===== src/rtl/sim_uart_pkg.sv =====
// Shared definitions for the simulation UART arbiter: newline code, arbiter states and the
// round-robin search helper.
package sim_uart_pkg;

  localparam logic [7:0] CH_NEWLINE = 8'h0A;

  // rr_pick works on a fixed-width mask, so NUM_SRC is limited to MaxSrc
  localparam int unsigned MaxSrc  = 32;
  localparam int unsigned SrcIdxW = 5;

  typedef enum logic [0:0] {
    ARB_IDLE,
    ARB_LOCKED
  } arb_state_e;

  // First set bit of mask[n-1:0], searching ptr, ptr+1, ... modulo n
  function automatic logic [SrcIdxW-1:0] rr_pick(input logic [MaxSrc-1:0]  mask,
                                                 input logic [SrcIdxW-1:0] ptr,
                                                 input int unsigned        n);
    logic                found;
    logic [SrcIdxW-1:0]  idx;
    rr_pick = ptr;
    found   = 1'b0;
    for (int unsigned i = 0; i < MaxSrc; i++) begin
      if (i < n) begin
        idx = SrcIdxW'((32'(ptr) + i) % n);
        if (!found && mask[idx]) begin
          rr_pick = idx;
          found   = 1'b1;
        end
      end
    end
  endfunction

endpackage


===== src/rtl/sim_uart_arbiter_if.sv =====
// Console-source and UART-side signals of the simulation UART arbiter.
interface sim_uart_arbiter_if #(
  parameter int unsigned NUM_SRC = 2
);

  logic [NUM_SRC-1:0]   in_valid;
  logic [8*NUM_SRC-1:0] in_ch;
  logic                 uart_valid;
  logic [7:0]           uart_ch;
  logic [NUM_SRC-1:0]   overflow;
  logic                 busy;

  modport master (
    output in_valid, in_ch,
    input  uart_valid, uart_ch, overflow, busy
  );

  modport slave (
    input  in_valid, in_ch,
    output uart_valid, uart_ch, overflow, busy
  );

endinterface


===== src/rtl/sim_uart_fifo.sv =====
// Per-source character FIFO. A push into a full FIFO is accepted only if a pop frees a slot in
// the same cycle; otherwise it is dropped and 'drop' is raised for that cycle.
module sim_uart_fifo #(
  parameter int unsigned BUF_DEPTH = 16
) (
  input  logic       clock,
  input  logic       reset,
  input  logic       push,
  input  logic       pop,
  input  logic [7:0] wdata,
  output logic       empty,
  output logic [7:0] head,
  output logic       drop
);

  localparam int unsigned PtrW = $clog2(BUF_DEPTH);

  logic [7:0]      mem [BUF_DEPTH];
  logic [PtrW-1:0] wr_ptr;
  logic [PtrW-1:0] rd_ptr;
  logic [PtrW:0]   count;
  logic            full;
  logic            wr_en;
  logic            rd_en;

  assign empty = (count == '0);
  assign full  = (count == (PtrW + 1)'(BUF_DEPTH));
  assign rd_en = pop && !empty;
  assign wr_en = push && (!full || rd_en);
  assign drop  = push && full && !rd_en;
  assign head  = mem[rd_ptr];

  always_ff @(posedge clock) begin
    if (reset) begin
      wr_ptr <= '0;
      rd_ptr <= '0;
      count  <= '0;
    end else begin
      if (wr_en) wr_ptr <= wr_ptr + 1'b1;
      if (rd_en) rd_ptr <= rd_ptr + 1'b1;
      unique case ({wr_en, rd_en})
        2'b10:   count <= count + 1'b1;
        2'b01:   count <= count - 1'b1;
        default: count <= count;
      endcase
    end
  end

  always_ff @(posedge clock) begin
    if (wr_en) mem[wr_ptr] <= wdata;
  end

endmodule


===== src/rtl/sim_uart_arbiter.sv =====
// Line-locking round-robin arbiter sharing the simulation UART among NUM_SRC console sources;
// a source keeps the channel until it emits a newline or stays idle for LOCK_TIMEOUT cycles.
module sim_uart_arbiter
  import sim_uart_pkg::*;
#(
  parameter int unsigned NUM_SRC      = 2,
  parameter int unsigned BUF_DEPTH    = 16,
  parameter int unsigned LOCK_TIMEOUT = 256
) (
  input logic               clock,
  input logic               reset,
  sim_uart_arbiter_if.slave bus
);

  localparam int unsigned SrcW = (NUM_SRC > 1) ? $clog2(NUM_SRC) : 1;
  localparam int unsigned CntW = (LOCK_TIMEOUT > 1) ? $clog2(LOCK_TIMEOUT) : 1;
  localparam logic [CntW-1:0] TimeoutLast = CntW'(LOCK_TIMEOUT - 1);

  arb_state_e         state;
  logic [SrcW-1:0]    rr_ptr;
  logic [SrcW-1:0]    owner;
  logic [CntW-1:0]    idle_cnt;
  logic               uart_valid;
  logic [7:0]         uart_ch;
  logic [NUM_SRC-1:0] overflow;

  logic [NUM_SRC-1:0] empty;
  logic [NUM_SRC-1:0] drop;
  logic [NUM_SRC-1:0] pop;
  logic [7:0]         head [NUM_SRC];
  logic [7:0]         owner_head;
  logic               pop_any;
  logic [SrcW-1:0]    pick;
  logic [SrcW-1:0]    next_ptr;

  for (genvar i = 0; i < NUM_SRC; i++) begin : g_src
    sim_uart_fifo #(
      .BUF_DEPTH (BUF_DEPTH)
    ) u_fifo (
      .clock (clock),
      .reset (reset),
      .push  (bus.in_valid[i]),
      .pop   (pop[i]),
      .wdata (bus.in_ch[8*i +: 8]),
      .empty (empty[i]),
      .head  (head[i]),
      .drop  (drop[i])
    );
  end

  always_comb begin
    pop        = '0;
    owner_head = '0;
    for (int unsigned i = 0; i < NUM_SRC; i++) begin
      if (owner == SrcW'(i)) begin
        owner_head = head[i];
        pop[i]     = (state == ARB_LOCKED) && !empty[i];
      end
    end
    pop_any  = |pop;
    pick     = SrcW'(rr_pick(MaxSrc'(~empty), SrcIdxW'(rr_ptr), NUM_SRC));
    next_ptr = (owner == SrcW'(NUM_SRC - 1)) ? '0 : owner + 1'b1;
  end

  always_ff @(posedge clock) begin
    if (reset) begin
      state      <= ARB_IDLE;
      rr_ptr     <= '0;
      owner      <= '0;
      idle_cnt   <= '0;
      uart_valid <= 1'b0;
      uart_ch    <= 8'h00;
      overflow   <= '0;
    end else begin
      overflow   <= overflow | drop;
      uart_valid <= pop_any;
      if (pop_any) uart_ch <= owner_head;
      unique case (state)
        ARB_IDLE: begin
          if (!(&empty)) begin
            owner    <= pick;
            idle_cnt <= '0;
            state    <= ARB_LOCKED;
          end
        end
        ARB_LOCKED: begin
          if (pop_any) begin
            idle_cnt <= '0;
            if (owner_head == CH_NEWLINE) begin
              state  <= ARB_IDLE;
              rr_ptr <= next_ptr;
            end
          end else begin
            if (idle_cnt != '1) idle_cnt <= idle_cnt + 1'b1;
            // Idle check uses the pre-increment count
            if (LOCK_TIMEOUT != 0 && idle_cnt == TimeoutLast) begin
              state  <= ARB_IDLE;
              rr_ptr <= next_ptr;
            end
          end
        end
        default: state <= ARB_IDLE;
      endcase
    end
  end

  assign bus.uart_valid = uart_valid;
  assign bus.uart_ch    = uart_ch;
  assign bus.overflow   = overflow;
  assign bus.busy       = !(&empty) || (state == ARB_LOCKED);

endmodule


===== src/flat_wrapper.sv =====
// flat-port wrapper written by rule: the top's interface ports become plain ports
module sim_uart_arbiter_flat import sim_uart_pkg::*;
#(
  parameter int unsigned NUM_SRC      = 2,
  parameter int unsigned BUF_DEPTH    = 16,
  parameter int unsigned LOCK_TIMEOUT = 256
)
  (clock, reset, bus_in_valid, bus_in_ch, bus_uart_valid, bus_uart_ch, bus_overflow, bus_busy);
  sim_uart_arbiter_if #(.NUM_SRC(NUM_SRC)) bus_i ();
  input logic clock;
  input logic reset;
  input wire logic [$bits(bus_i.in_valid)-1:0] bus_in_valid;
  input wire logic [$bits(bus_i.in_ch)-1:0] bus_in_ch;
  output wire logic [$bits(bus_i.uart_valid)-1:0] bus_uart_valid;
  output wire logic [$bits(bus_i.uart_ch)-1:0] bus_uart_ch;
  output wire logic [$bits(bus_i.overflow)-1:0] bus_overflow;
  output wire logic [$bits(bus_i.busy)-1:0] bus_busy;
  assign bus_i.in_valid = bus_in_valid;
  assign bus_i.in_ch = bus_in_ch;
  assign bus_uart_valid = bus_i.uart_valid;
  assign bus_uart_ch = bus_i.uart_ch;
  assign bus_overflow = bus_i.overflow;
  assign bus_busy = bus_i.busy;
  sim_uart_arbiter #(.NUM_SRC(NUM_SRC), .BUF_DEPTH(BUF_DEPTH), .LOCK_TIMEOUT(LOCK_TIMEOUT)) u_core (.clock(clock), .reset(reset), .bus(bus_i));
endmodule

===== config.mk =====
export PLATFORM = sky130hd
export DESIGN_NAME = sim_uart_arbiter_flat
export DESIGN_NICKNAME = d
export VERILOG_FILES = /design/src/rtl/sim_uart_pkg.sv /design/src/rtl/sim_uart_arbiter_if.sv /design/src/rtl/sim_uart_fifo.sv /design/src/rtl/sim_uart_arbiter.sv /design/src/flat_wrapper.sv
export SDC_FILE = /design/constraint.sdc
export NUM_CORES = 1
export LEC_CHECK = 0
export ABC_AREA = 1
export BUFFER_PORTS_ARGS = -buffer_cell sky130_fd_sc_hd__buf_4
export CAP_MARGIN = 5
export CORE_MARGIN = 10
export CORE_UTILIZATION = 30
export DETAILED_ROUTE_END_ITERATION = 8
export PLACE_DENSITY = 0.53
export SKIP_CTS_REPAIR_TIMING = 1
export SYNTH_ARGS = -nofsm -noshare
export SYNTH_HDL_FRONTEND = slang
export SYNTH_SLANG_ARGS = --single-unit

===== constraint.sdc =====
create_clock -name clock -period 3.7 [get_ports clock]
set_input_delay 0.555 -clock clock [delete_from_list [all_inputs] [get_ports clock]]
set_output_delay 0.555 -clock clock [all_outputs]
set_load 0.03 [all_outputs]

==> flow_metrics.env <==
export IMPL_status="finished, final reports clean"
export IMPL_worst_pin_slew_ps=996
export IMPL_drive_gt1_frac=0.0830
export IMPL_dpl_cell_area_um2=14000
export IMPL_nNetsFinal=1355
export IMPL_fin_hold_ws_ps=304
export IMPL_r2r_end="u_core.g_src[0].u_fifo.mem[11][6]$_DFFE_PP_"
export IMPL_initialDrtViolationCount=929
export IMPL_worst_path_buf_inv=1
export IMPL_clock_sinks=312
export IMPL_crit_top_cell="nor2_1"
export IMPL_period_needed_ps=2550
export IMPL_hpwl_um=20300
export IMPL_totalWireLength_um=32700
export IMPL_slowest_stage="nor2_1"
export IMPL_r2r_slack_ps=1150
export IMPL_start_kind="flop"
export IMPL_path_depth=7
export IMPL_cellLeakagePower_uw=0.00576
export IMPL_ios=32
export IMPL_worstSkewPairLatency_ps=540
export IMPL_grtUsageTotal=0.122
export IMPL_gp_congestion=0.836
export IMPL_routed_via_density=4.60
export IMPL_ys_warn_count=0
export IMPL_required_ps=3850
export IMPL_n_antenna_cell=0
export IMPL_synthDominantCellAreaShare=0.580
export IMPL_die_w_um=230
export IMPL_cts_root_buffer_cell="clkbuf_16"
export IMPL_route_detailed_drc=0
export IMPL_syn_cell_area_um2=13200
export IMPL_ys_top_cells_by_area="edfxtp_1 (58%), nand2_1 (11%), dfxtp_1 (8.5%)"
export IMPL_async_reset_ff_frac=0
export IMPL_p_total_uw=9550
export IMPL_setup_tns_ps=0
export IMPL_synth_most_common_cell="nand2_1"
export IMPL_grt_pass1_vias=8601
export IMPL_die_h_um=230
export IMPL_drv_slew=0
export IMPL_htree_levels=2
export IMPL_criticalPathCategory="flop to flop"
export IMPL_numPortBuffers=31
export IMPL_syn_instance_count=1298
export IMPL_place_ws_ps=1150
export IMPL_fmaxAchievable_mhz=392
export IMPL_avgSynthCellArea_um2=10.2
export IMPL_r2r_start="u_core.owner$_SDFFE_PP0P_"
export IMPL_clk_pin_slew_ps=60
export IMPL_cp_top_family="simple AND/OR/NAND/NOR gates"
export IMPL_syn_nets=1331
export IMPL_die_area_um2=53000
export IMPL_finalHoldViolCount=0
export IMPL_start_util=0.306
export IMPL_path_cells="nor2_1 > nand2_2 > inv_2 > nor2_2 > nor2_4 > nand2_1 > nor2_1"
export IMPL_ir_drop_v=0.000566
export IMPL_dr_pass1_iters=5
export IMPL_yosysTopAreaCell="edfxtp_1"
export IMPL_overflow=0
export IMPL_reg2reg_depth=7
export IMPL_max_cap_violations=0
export IMPL_endpoint_kind="flop"
export IMPL_wl_per_cell_um=16.9
export IMPL_ant_nets=0
export IMPL_yosys_cell_types_count=39
export IMPL_antenna_found_initial=0
export IMPL_fillerInstances=4375
export IMPL_p_per_area_nw_per_um2=631
export IMPL_stdcell_area_um2=15100
export IMPL_rows=76
export IMPL_fin_worst_skew_ps=22.7
export IMPL_holdPathStages=3
export IMPL_arrival_ps=2710
export IMPL_rsz0062_at_grt="false"
export IMPL_slowest_delay_ps=680
export IMPL_area_growth_pct=14.3
export IMPL_yosysSeqAreaShare=0.665
export IMPL_max_slew_margin=0.336
export IMPL_num_vias=8890
export IMPL_grt_max_degree=72
export IMPL_synth_edf_count=256
export IMPL_grt_pass1_wl_um=50600
export IMPL_min_period_over_period=0.690
export IMPL_min_from="bus_in_valid[0]"
export IMPL_timing_final_ws_setup_ps=1150
export IMPL_hold_path_end="u_core.bus.overflow[0]$_SDFF_PP0_"
export IMPL_cts_tree="done"
export IMPL_clk_path_buf_depth=3
export IMPL_numCtsBuffers=36
export IMPL_yosys_top_cells_count="nand2_1 (386), edfxtp_1 (256), nand3_1 (191), inv_1 (108), nor2_1 (96)"
export IMPL_synth_seq_cells=312
export IMPL_synth_main_ff_cell="edfxtp_1"
export IMPL_worst_path_max_fanout=12
export IMPL_min_path_type="primary input to flop"
export IMPL_setup_viol=0
export IMPL_coreArea_um2=43400
==> metal layers <==
layer,share of wire,up-vias,GRT usage
li1,-,4421,-
met1,0.47,4212,0.168
met2,0.46,210,0.190
met3,0.052,47,0.0228
met4,0.022,0,0.0430
met5,0,-,0
==> registers in the layout, summed over array words and instances (netlist names), named ones only <==
register,cells
u_core.g_src.u_fifo.count,10
u_core.g_src.u_fifo.rd_ptr,8
u_core.g_src.u_fifo.wr_ptr,8
u_core.state,1
u_core.bus.uart_valid,1
u_core.owner,1
u_core.rr_ptr,1
u_core.bus.uart_ch,8
u_core.bus.overflow,2
u_core.idle_cnt,8
u_core.g_src.u_fifo.mem,256
==> area by class of cell <==
type	instances	area [um^2]	area share
Clock buffer	59	1050	0.0692
Clock inverter	6	71.3	0.00471
Inverter	117	439	0.0290
Multi-Input combinational cell	816	3730	0.246
Sequential cell	312	8810	0.582
Tap cell	585	732	0.0484
Timing Repair Buffer	39	305	0.0202
==> power by group <==
part	internal, uW	switching [uW]
logic	607	1440
clock network	2010	1400
registers	3960	150
==> layout by cell type (no fill, tap or decap), types with 32 or more instances in the layout <==
cell type  instances
nand3_1          191
clkbuf_16         36
nand2_1          386
inv_1            108
nor2_1            96
o21ai_0           36
buf_4             38
edfxtp_1         256
dfxtp_1           54
a21oi_1           32
==> worst max-delay path by stage <==
| stage | start | end | slack [ps] |
|---|---|---|---|
| 3_5_place_dp | u_core.owner$_SDFFE_PP0P_ | u_core.g_src[0].u_fifo.mem[0][5]$_DFFE_PP_ | 1150 |
| 4_1_cts | u_core.g_src[1].u_fifo.count[0]$_SDFFE_PP0P_ | bus_busy | 1130 |
| 5_1_grt | u_core.owner$_SDFFE_PP0P_ | u_core.g_src[1].u_fifo.mem[11][1]$_DFFE_PP_ | 930 |
| 2_1_floorplan | u_core.g_src[1].u_fifo.count[0]$_SDFFE_PP0P_ | u_core.g_src[1].u_fifo.count[4]$_SDFFE_PP0P_ | 1740 |
| 6_report | u_core.owner$_SDFFE_PP0P_ | u_core.g_src[0].u_fifo.mem[11][6]$_DFFE_PP_ | 1150 |
| 3_3_place_gp | u_core.owner$_SDFFE_PP0P_ | u_core.g_src[0].u_fifo.mem[11][4]$_DFFE_PP_ | 1220 |
==> per-stage QoR <==
stage | utilization | cells
global placement | 0.323 | 1869
floorplan | - | 1298
detailed placement | 0.323 | 1869
CTS | 0.349 | 1934
global route | 0.349 | 1934
finish | 0.349 | 1934
==> cells by family after synthesis <==
group	after synthesis	synth area share
xor+xnor	5	0.00331
fa+ha+maj	13	0.0123
buf+inv	170	0.0536
flops	312	0.665
simple gates	707	0.228
compound gates	91	0.0376
==> tightest hold or removal path, stage by stage <==
cell     delay [ps]
buf_4            90
a21oi_1          60
nor2_1           80
Power figures use the tool's default switching activity.
